## config.mk

```make
export PLATFORM = sky130hd
export DESIGN_NAME = rr_arbiter8_flat
export DESIGN_NICKNAME = d
export VERILOG_FILES = /design/src/rtl/rr_arbiter8_pkg.sv /design/src/rtl/rr_arbiter8_if.sv /design/src/rtl/rr_arbiter8_pri_enc8.sv /design/src/rtl/rr_arbiter8.sv /design/src/flat_wrapper.sv
export SDC_FILE = /design/constraint.sdc
export NUM_CORES = 1
export LEC_CHECK = 0
export BUFFER_PORTS_ARGS = -buffer_cell sky130_fd_sc_hd__clkbuf_2
export CAP_MARGIN = 20
export CORE_UTILIZATION = 49
export CTS_CLUSTER_SIZE = 25
export DETAILED_ROUTE_END_ITERATION = 10
export PLACE_DENSITY = 0.75
export SLEW_MARGIN = 30
export SYNTH_ARGS = -nofsm -noshare
export SYNTH_HDL_FRONTEND = slang
export SYNTH_HIERARCHICAL = 1
export SYNTH_SLANG_ARGS = --single-unit
```

## constraint.sdc

```tcl
create_clock -name clk -period 3.2 [get_ports clk]
set_input_delay 0.96 -clock clk [delete_from_list [all_inputs] [get_ports clk]]
set_output_delay 0.96 -clock clk [all_outputs]
set_load 0.005 [all_outputs]
```

## src/rtl/rr_arbiter8_pkg.sv

```systemverilog
// Shared constants, FSM state encoding and helpers for the 8-way round-robin arbiter.
// Purely declarative; no logic of its own.
package rr_arbiter8_pkg;

    localparam int N_REQ = 8;
    localparam int ID_W  = 3;

    typedef enum logic {
        IDLE  = 1'b0,
        GRANT = 1'b1
    } arb_state_e;

    function automatic logic [N_REQ-1:0] onehot8(input logic [ID_W-1:0] id);
        logic [N_REQ-1:0] v;
        v     = '0;
        v[id] = 1'b1;
        return v;
    endfunction

    // Requesters strictly below ptr; these win over everything else next round.
    function automatic logic [N_REQ-1:0] below_mask(input logic [ID_W-1:0] ptr);
        return (N_REQ'(1) << ptr) - N_REQ'(1);
    endfunction

endpackage

```

## src/rtl/rr_arbiter8_if.sv

```systemverilog
// Request/grant bundle between the requesters (master side) and the arbiter (slave side).
// Combinational wiring only.
interface rr_arbiter8_if
    import rr_arbiter8_pkg::*;
#(
    parameter int HOLD_W = 3
);

    logic                en;
    logic [N_REQ-1:0]    req;
    logic [N_REQ-1:0]    gnt;
    logic [ID_W-1:0]     gnt_id;
    logic                gnt_v;
    logic [HOLD_W-1:0]   hold_cnt;

    modport master (
        output en,
        output req,
        input  gnt,
        input  gnt_id,
        input  gnt_v,
        input  hold_cnt
    );

    modport slave (
        input  en,
        input  req,
        output gnt,
        output gnt_id,
        output gnt_v,
        output hold_cnt
    );

endinterface

```

## src/rtl/rr_arbiter8_pri_enc8.sv

```systemverilog
// 8-bit priority encoder, MSB wins; combinational, zero latency.
// No backpressure: vld_o simply flags a non-zero input.
module arb_pri_enc8
    import rr_arbiter8_pkg::*;
(
    input  logic [N_REQ-1:0] vec_i,
    output logic [ID_W-1:0]  idx_o,
    output logic             vld_o
);

    always_comb begin
        idx_o = '0;
        vld_o = |vec_i;
        for (int k = 0; k < N_REQ; k++) begin
            if (vec_i[k]) begin
                idx_o = ID_W'(k);
            end
        end
    end

endmodule

```

## src/rtl/rr_arbiter8.sv

```systemverilog
// Round-robin arbiter over 8 requesters with a bounded hold per ownership; grant one cycle after req.
// Owner keeps the grant while requesting, up to MAX_HOLD cycles; en low releases and blocks grants.
module rr_arbiter8
    import rr_arbiter8_pkg::*;
#(
    parameter int MAX_HOLD = 4,
    parameter int HOLD_W   = 3
)
(
    input  logic          clk,
    input  logic          rst,
    rr_arbiter8_if.slave  bus
);

    localparam logic [HOLD_W-1:0] HOLD_LAST =
        (MAX_HOLD == 0) ? '0 : HOLD_W'(MAX_HOLD - 1);

    arb_state_e         state_q, state_d;
    logic [N_REQ-1:0]   gnt_q, gnt_d;
    logic [ID_W-1:0]    gnt_id_q, gnt_id_d;
    logic               gnt_v_q, gnt_v_d;
    logic [HOLD_W-1:0]  hold_q, hold_d;
    logic [ID_W-1:0]    last_id_q, last_id_d;

    logic [ID_W-1:0]    ptr;
    logic [N_REQ-1:0]   masked_req;
    logic [ID_W-1:0]    masked_id, raw_id, winner;
    logic               masked_vld, raw_vld;
    logic               owner_req, timed_out, release_grant, can_grant;

    // In GRANT the pointer is the live owner; in IDLE it is the last one served.
    assign ptr        = (state_q == GRANT) ? gnt_id_q : last_id_q;
    assign masked_req = bus.req & below_mask(ptr);

    arb_pri_enc8 u_enc_masked (
        .vec_i (masked_req),
        .idx_o (masked_id),
        .vld_o (masked_vld)
    );

    arb_pri_enc8 u_enc_raw (
        .vec_i (bus.req),
        .idx_o (raw_id),
        .vld_o (raw_vld)
    );

    assign winner        = masked_vld ? masked_id : raw_id;
    assign can_grant     = bus.en && raw_vld;
    assign owner_req     = bus.req[gnt_id_q];
    assign timed_out     = (MAX_HOLD != 0) && (hold_q == HOLD_LAST);
    assign release_grant = !bus.en || !owner_req || timed_out;

    always_comb begin
        state_d   = state_q;
        gnt_d     = gnt_q;
        gnt_id_d  = gnt_id_q;
        gnt_v_d   = gnt_v_q;
        hold_d    = hold_q;
        last_id_d = last_id_q;

        unique case (state_q)
            IDLE: begin
                if (can_grant) begin
                    state_d   = GRANT;
                    gnt_d     = onehot8(winner);
                    gnt_id_d  = winner;
                    gnt_v_d   = 1'b1;
                    hold_d    = '0;
                    last_id_d = winner;
                end
            end
            GRANT: begin
                if (!release_grant) begin
                    // Only reachable past all-ones when MAX_HOLD is unlimited.
                    hold_d = (hold_q == '1) ? hold_q : hold_q + HOLD_W'(1);
                end else if (can_grant) begin
                    gnt_d     = onehot8(winner);
                    gnt_id_d  = winner;
                    gnt_v_d   = 1'b1;
                    hold_d    = '0;
                    last_id_d = winner;
                end else begin
                    state_d = IDLE;
                    gnt_d   = '0;
                    gnt_v_d = 1'b0;
                    hold_d  = '0;
                end
            end
            default: begin
                state_d = IDLE;
                gnt_d   = '0;
                gnt_v_d = 1'b0;
                hold_d  = '0;
            end
        endcase
    end

    always_ff @(posedge clk) begin
        if (rst) begin
            state_q   <= IDLE;
            gnt_q     <= '0;
            gnt_id_q  <= '0;
            gnt_v_q   <= 1'b0;
            hold_q    <= '0;
            last_id_q <= '0;
        end else begin
            state_q   <= state_d;
            gnt_q     <= gnt_d;
            gnt_id_q  <= gnt_id_d;
            gnt_v_q   <= gnt_v_d;
            hold_q    <= hold_d;
            last_id_q <= last_id_d;
        end
    end

    assign bus.gnt      = gnt_q;
    assign bus.gnt_id   = gnt_id_q;
    assign bus.gnt_v    = gnt_v_q;
    assign bus.hold_cnt = hold_q;

    a_gnt_onehot: assert property (@(posedge clk) $onehot0(gnt_q));
    a_gnt_v_match: assert property (@(posedge clk) gnt_v_q == (|gnt_q));

endmodule

```

## src/flat_wrapper.sv

```systemverilog
// flat-port wrapper written by rule: the top's interface ports become plain ports
module rr_arbiter8_flat import rr_arbiter8_pkg::*;
#(
    parameter int MAX_HOLD = 4,
    parameter int HOLD_W   = 3
)
  (clk, rst, bus_en, bus_req, bus_gnt, bus_gnt_id, bus_gnt_v, bus_hold_cnt);
  rr_arbiter8_if #(.HOLD_W(HOLD_W)) bus_i ();
  input  logic clk;
  input  logic rst;
  input wire logic [$bits(bus_i.en)-1:0] bus_en;
  input wire logic [$bits(bus_i.req)-1:0] bus_req;
  output wire logic [$bits(bus_i.gnt)-1:0] bus_gnt;
  output wire logic [$bits(bus_i.gnt_id)-1:0] bus_gnt_id;
  output wire logic [$bits(bus_i.gnt_v)-1:0] bus_gnt_v;
  output wire logic [$bits(bus_i.hold_cnt)-1:0] bus_hold_cnt;
  assign bus_i.en = bus_en;
  assign bus_i.req = bus_req;
  assign bus_gnt = bus_i.gnt;
  assign bus_gnt_id = bus_i.gnt_id;
  assign bus_gnt_v = bus_i.gnt_v;
  assign bus_hold_cnt = bus_i.hold_cnt;
  rr_arbiter8 #(.MAX_HOLD(MAX_HOLD), .HOLD_W(HOLD_W)) u_core (.clk(clk), .rst(rst), .bus(bus_i));
endmodule
```

* Word level (Yosys, flattened, before mapping)
Index checks and enable logic that the tools add are counted.
** Word-level totals
- Register bits after elaboration :: 19
- Input bits :: 11
- Output and inout port bits :: 15
- Word-level logic and storage cells :: 69
** Operators by class
- Add/subtract/negate cells :: 2
- Order comparisons :: 3
- Equal/unequal tests :: 5
- Shift-type cells :: 1
- Muxes and demuxes :: 40
- Bitwise gates (word level) :: 2
- Reduce and logical (&&, ||, !) cells :: 10
** Operators by type and width (count)
- $mux 3 :: 21
- $mux 8 :: 3
- $pmux 3 s2 :: 3
- $pmux 8 s2 :: 1
- $reduce_or 8->1 :: 2
- $and 8x8->8 :: 1
- $lt 3x4->1 const B :: 2
- $mux 1 :: 8
- $shl 1x3->8 const A :: 1
- $sub 8x2->8 const B :: 1
- $pmux 1 s2 :: 2
- $reduce_and 2->1 :: 2
- $add 3x1->3 const B :: 1
- $bmux 1 s3 :: 1
- $demux 1 s3 :: 1
- $eq 3x2->1 const B :: 1
- $eq 3x3->1 const B :: 1
- $ge 3x1->1 const B :: 1
- $ne 3x3->1 const B :: 1
- $logic_and 1x1->1 :: 2
- $logic_not 1->1 :: 2
- $logic_or 1x1->1 :: 2
- $ne 2x1->1 const B :: 1
- $ne 2x2->1 const B :: 1
- $not 1->1 :: 1

* Logic depth before layout (Yosys ltp)
- Word-level depth :: 19
- Depth in mapped cells :: 15
- Mapped depth without buffers :: 13

* Hierarchy
The synthesis kept the hierarchy.
** By module, submodules not included
- rr_arbiter8 :: times used 1, cells an instance 138, area each 1149.9 um^2, sequential area each 320.3 um^2
- arb_pri_enc8 :: times used 2, cells an instance 12, area each 66.3 um^2, sequential area each 0.0 um^2

* Least setup slack after synthesis
No wires, ideal clock.
- Path type :: flip-flop to flip-flop
- Start :: reg u_core.gnt_id_q[1], in the netlist u_core/bus.gnt_id[1]
- End :: reg u_core.gnt_q[0], in the netlist u_core/bus.gnt[0]
- Setup time :: 72 ps
- Arrival time :: 2999 ps
- Data required time :: 3128 ps
- Path slack :: 129 ps
- Cell stages (with the launch flop) :: 15
- Buffers on the path :: 3
- Clock period less this slack :: 3071 ps
- Path through :: dfxtp_1 > buf_4 > clkbuf_1 > or3_1 > ha_1 > xnor2_1 > nand3_1 > a21boi_0 > nor2_1 > nand4_1 > buf_2 > or3b_2 > a21oi_1 > nand2_1 > mux2i_1
** Between the ends
- Elaborated cells between the ends (all ways) :: 29
- Those cells by class :: add/sub (1); order compare (2); eq/ne (1); shift (1); mux (17); bitwise (1); reduce/logical (6)
** RTL lines
- from (decl) :: RTL line rr_arbiter8.sv:20 : logic [ID_W-1:0] gnt_id_q, gnt_id_d;
- from (signal assigned) :: RTL line rr_arbiter8.sv:109 : gnt_id_q <= gnt_id_d;
- $mux 3 * :: RTL line rr_arbiter8.sv:32 : assign ptr = (state_q == GRANT) ? gnt_id_q : last_id_q;
- $shl 1x3->8 * :: RTL line rr_arbiter8_pkg.sv:22 : return (N_REQ'(1) << ptr) - N_REQ'(1);
- $sub 8x2->8 * :: RTL line rr_arbiter8_pkg.sv:22
- $and 8x8->8 * :: RTL line rr_arbiter8.sv:33 : assign masked_req = bus.req & below_mask(ptr);
- via u_core.masked_req[6] :: RTL line rr_arbiter8.sv:26 : logic [N_REQ-1:0] masked_req;
- $reduce_or 8->1 * :: RTL line rr_arbiter8_pri_enc8.sv:13 : vld_o = |vec_i;
- via u_core.masked_vld :: RTL line rr_arbiter8.sv:28 : logic masked_vld, raw_vld;
- $mux 3 * :: RTL line rr_arbiter8.sv:47 : assign winner = masked_vld ? masked_id : raw_id;
- $lt 3x4->1 (not written as such) or $ge 3x1->1 (tied branches) :: RTL line rr_arbiter8_pkg.sv:16 : v[id] = 1'b1;
- $logic_and 1x1->1 (not written as such) :: RTL line rr_arbiter8_pkg.sv:16
- $mux 1 (not written as such) :: RTL line rr_arbiter8_pkg.sv:16
- $demux 1 s3 *
- $mux 8 :: RTL line rr_arbiter8.sv:76 : end else if (can_grant) begin
- $mux 8 :: RTL line rr_arbiter8.sv:73 : if (!release_grant) begin
- $pmux 8 s2 * :: RTL line rr_arbiter8.sv:61 : unique case (state_q)
- to (signal assigned) :: RTL line rr_arbiter8.sv:108 : gnt_q <= gnt_d;
- to (decl) :: RTL line rr_arbiter8.sv:19 : logic [N_REQ-1:0] gnt_q, gnt_d;
The timed path passes the listed nets; every way through them passes the cells marked *. The select of a mux whose other input is x is not followed.
A chain may end at the register's enable or synchronous reset.

* Worst setup path after layout
- Start :: reg u_core.gnt_id_q[0], in the netlist u_core/bus.gnt_id[0]
- End :: reg u_core.gnt_q[5], in the netlist u_core/bus.gnt[5]
Same word-level chain as after synthesis.

==> impl_metrics.sql <==
INSERT INTO impl_metrics (metric_group, metric, value, unit) VALUES
('finish', 'num-nets-final', '207', ''),
('detailed_routing', 'totalWireLength', '2960', 'microns'),
('worst_setup_path', 'startpoint_type', 'flip-flop', ''),
('clock_tree', 'number_of_hold_repair_buffers_added_at_the_cts_stage', '0', ''),
('clock_tree', 'cts-htree-levels', '1', ''),
('timing', 'timing.final.crit_period', '2960', 'ps'),
('timing', 'timing.final.max_slew_violations', '0', ''),
('clock_tree', 'cts_tree', 'built', ''),
('placement', 'numPlacedInstances', '214', ''),
('worst_setup_path', 'cpMostUsedCell', 'a21oi_1', ''),
('die', 'core_footprint', '2480', 'sq um'),
('finish', 'instances_no_fill', '221', ''),
('worst_setup_path', 'worstReg2RegEnd', 'u_core/bus.gnt[5]', ''),
('timing', 'worst_clock_skew', '5.91', 'ps'),
('synthesis', 'synth-warning-count', '6', ''),
('synthesis', 'synth.distinct_cells', '43', ''),
('global_routing', 'grt_overflow_total', '0', ''),
('pwr', 'power.static_leakage', '0.623', 'nW'),
('worst_setup_path', 'buffer_and_inverter_count_on_the_worst_path', '0', ''),
('placement', 'dp_slack', '98.6', 'ps'),
('worst_setup_path', 'setup.reg_to_reg.worst_slack', '240', 'ps'),
('synthesis', 'synthesis.area', '1280', 'sq um'),
('pwr', 'report.power.total', '0.000646', 'W'),
('clock_tree', 'worstSkewPairLatency', '290', 'ps'),
('detailed_routing', 'routedWlPerCell', '13.4', 'microns'),
('die', 'initial_utilization', '51.8', '%'),
('worst_setup_path', 'worst_ep_arrival_time', '3180', 'ps'),
('synthesis', 'synthTopCellsByArea', 'dfxtp_1 (25%), mux2i_1 (9.4%), nand2_1 (5.3%)', ''),
('detailed_routing', 'routed-via-count', '1249', ''),
('global_routing', 'antenna_found_initial', '0', ''),
('detailed_routing', 'drc', '0', ''),
('detailed_routing', 'first_pass_iteration_count_of_the_detailed_router', '4', ''),
('timing', 'setup_viol_count_final', '0', ''),
('synthesis', 'synthArstFlopShare', '0', '%'),
('worst_hold_path', 'worst_hold_startpoint', 'u_core/bus.gnt[1]', ''),
('detailed_routing', 'starting_drc_count_in_detailed_routing', '19', ''),
('detailed_routing', 'postRouteAntennaNets', '0', ''),
('worst_setup_path', 'timing.rr.start', 'u_core/bus.gnt_id[0]', ''),
('worst_setup_path', 'required_arrival_time_at_the_worst_endpoint', '3420', 'ps'),
('timing', 'worstMarginPinSlew', '694', 'ps'),
('pwr', 'p_per_area', '431', 'nW/um^2'),
('die', 'chipWidth', '53.2', 'microns'),
('finish', 'nFillCells', '246', ''),
('global_routing', 'number_of_global_route_vias_before_repair', '1069', ''),
('worst_hold_path', 'holdCritPathClass', 'flip-flop to flip-flop', ''),
('finish', 'synthToLayoutAreaGrowth', '16.9', '%'),
('timing', 'max_freq', '0.338', 'GHz'),
('detailed_routing', 'route.detailed.vias_per_inst', '5.65', ''),
('pwr', 'power.ir.vdd_worst', '0.332', 'mV'),
('clock_tree', 'cts_inserted_buffers', '3', ''),
('outcome', 'run_status', 'completed', ''),
('synthesis', 'synth_enable_flop_cells', '0', ''),
('synthesis', 'syn_avg_cell_area', '7.92', 'sq um'),
('placement', 'port_buffers', '25', ''),
('die', 'floorplan.io_pins', '26', ''),
('worst_setup_path', 'timing.critical_path.slowest_cell_delay', '530', 'ps'),
('worst_setup_path', 'timing.critical_path.cells', 'or3_1, ha_1, a21o_1, a21oi_1, nor2b_1, nor2_1, nand4_1, or3b_2, a21oi_1, nand2_1, mux2i_1', ''),
('synthesis', 'postSynthCellCount', '162', ''),
('worst_setup_path', 'setup_crit_end_kind', 'flip-flop', ''),
('finish', 'insertedDiodeCount', '0', ''),
('die', 'die-height', '53.2', 'microns'),
('synthesis', 'postSynthRegisterBits', '16', ''),
('clock_tree', 'clock-sinks', '16', ''),
('timing', 'finalHoldWorstSlack', '479', 'ps'),
('die', 'die_outline_area', '2830', 'sq um'),
('clock_tree', 'cts-root-to-sink-buffers', '2', ''),
('worst_setup_path', 'critical-path-slowest-cell', 'or3b_2', ''),
('timing', 'final_hold_viol_count', '0', ''),
('die', 'rows', '18', ''),
('placement', 'routabilityCongestion', '0.839', ''),
('clock_tree', 'cts.clk_slew.worst_paths', '100', 'ps');
==> stage by stage <==
stage	TNS, ps	cell area, sq um
floorplan	0	1290
global placement	0	1440
detailed placement	0	1440
CTS	0	1470
global route	-25.0	1500
finish	0	1500
==> tightest hold or removal path, delay by kind of cell, from the launching register on <==
| family | cells | cell delay, ps |
|---|---|---|
| compound gates | 1 | 70 |
| buf+inv | 1 | 50 |
| flops | 1 | 320 |
==> routing by layer <==
| layer | part of all wire (%) | GRT usage (%) |
|---|---|---|
| met1 | 46 | 27.9 |
| met2 | 49 | 40.3 |
| met3 | 3.5 | 5.75 |
| met4 | 0.88 | 6.14 |
| met5 | 0 | 0 |
==> area by class of cell <==
cell class / instances / area [sq um] / area share (%)
Clock buffer: 4 / 36.3 / 2.42
Inverter: 8 / 30.0 / 2.00
Multi-Input combinational cell: 133 / 911 / 60.8
Sequential cell: 16 / 322 / 21.5
Timing Repair Buffer: 30 / 163 / 10.9
Tap cell: 30 / 37.5 / 2.50
==> cell usage in the layout, fill, tap and decap left out, types with 3 or more instances in the layout <==
cell type,n
nand2_1,18
mux2i_1,12
nand3b_1,5
mux2_2,3
clkbuf_2,25
inv_1,6
and2_1,3
a21oi_2,3
nor2_1,12
ha_1,4
a21oi_1,10
dfxtp_1,15
nand3_1,4
nand4_1,6
nor2b_1,5
nand2b_1,8
or3b_2,3
buf_4,5
clkbuf_4,3
==> report_power, final <==
group / leakage, nW / switching, W / internal [W] / total (W)
combinational: 0.471 / 0.000159 / 0.000124 / 0.000283
sequential: 0.131 / 0.0000129 / 0.000216 / 0.000228
clock: 0.0210 / 0.0000654 / 0.0000693 / 0.000135
total: 0.623 / 0.000237 / 0.000409 / 0.000646
==> cells in the mapped netlist (all sizes together), types with 2 or more instances <==
master  number
nor2        12
inv          8
buf          4
a21boi       2
dfxtp       16
a21o         2
xnor2        2
or3          2
a21oi       13
or4          2
nand2b       8
or3b         3
clkbuf       3
nor3b        2
nand4        5
nor3         2
ha           4
nor2b        6
nand3b       5
nand2       18
and3         2
mux2         3
nand3        4
o32ai        2
mux2i       12
a31oi        3
o31ai        4
and2         3
==> worst max path at each step <==
| stage | start | end | slack (ps) | cells past startpoint |
|---|---|---|---|---|
| finish | u_core/bus.gnt_id[0] | u_core/bus.gnt[5] | 240 | 11 |
| floorplan | u_core/bus.gnt_id[1] | u_core/bus.gnt[0] | 130 | 14 |
| global route | u_core/bus.gnt_id[0] | u_core/bus.gnt[5] | -20 | 11 |
| global placement | u_core/bus.gnt_id[0] | u_core/bus.gnt[5] | 200 | 12 |
| detailed placement | u_core/bus.gnt_id[0] | u_core/bus.gnt[5] | 100 | 12 |
| CTS | u_core/bus.gnt_id[0] | u_core/bus.gnt[5] | 40 | 12 |
==> state kept, by name (all words and copies together) (netlist names) <==
signal	cells
u_core/bus.gnt	8
u_core/bus.gnt_id	3
u_core/bus.hold_cnt	3
u_core/bus.gnt_v	1
u_core/state_q	1
==> logic make-up after synthesis <==
family,count (synthesis),share of synthesized area [%]
fa+ha+maj,4,3.90
compound gates,34,20.9
xor+xnor,2,1.37
flops,16,25.0
simple gates,75,31.6
buf+inv,15,4.98
other cells,1,0.292
mux,15,12.0
==> repair_timing <==
action / CTS / global route
setup endpoints to repair: 0 / 9
buffers inserted: 0 / 2
resized for setup: 0 / 2
Power figures use the tool's default switching activity.
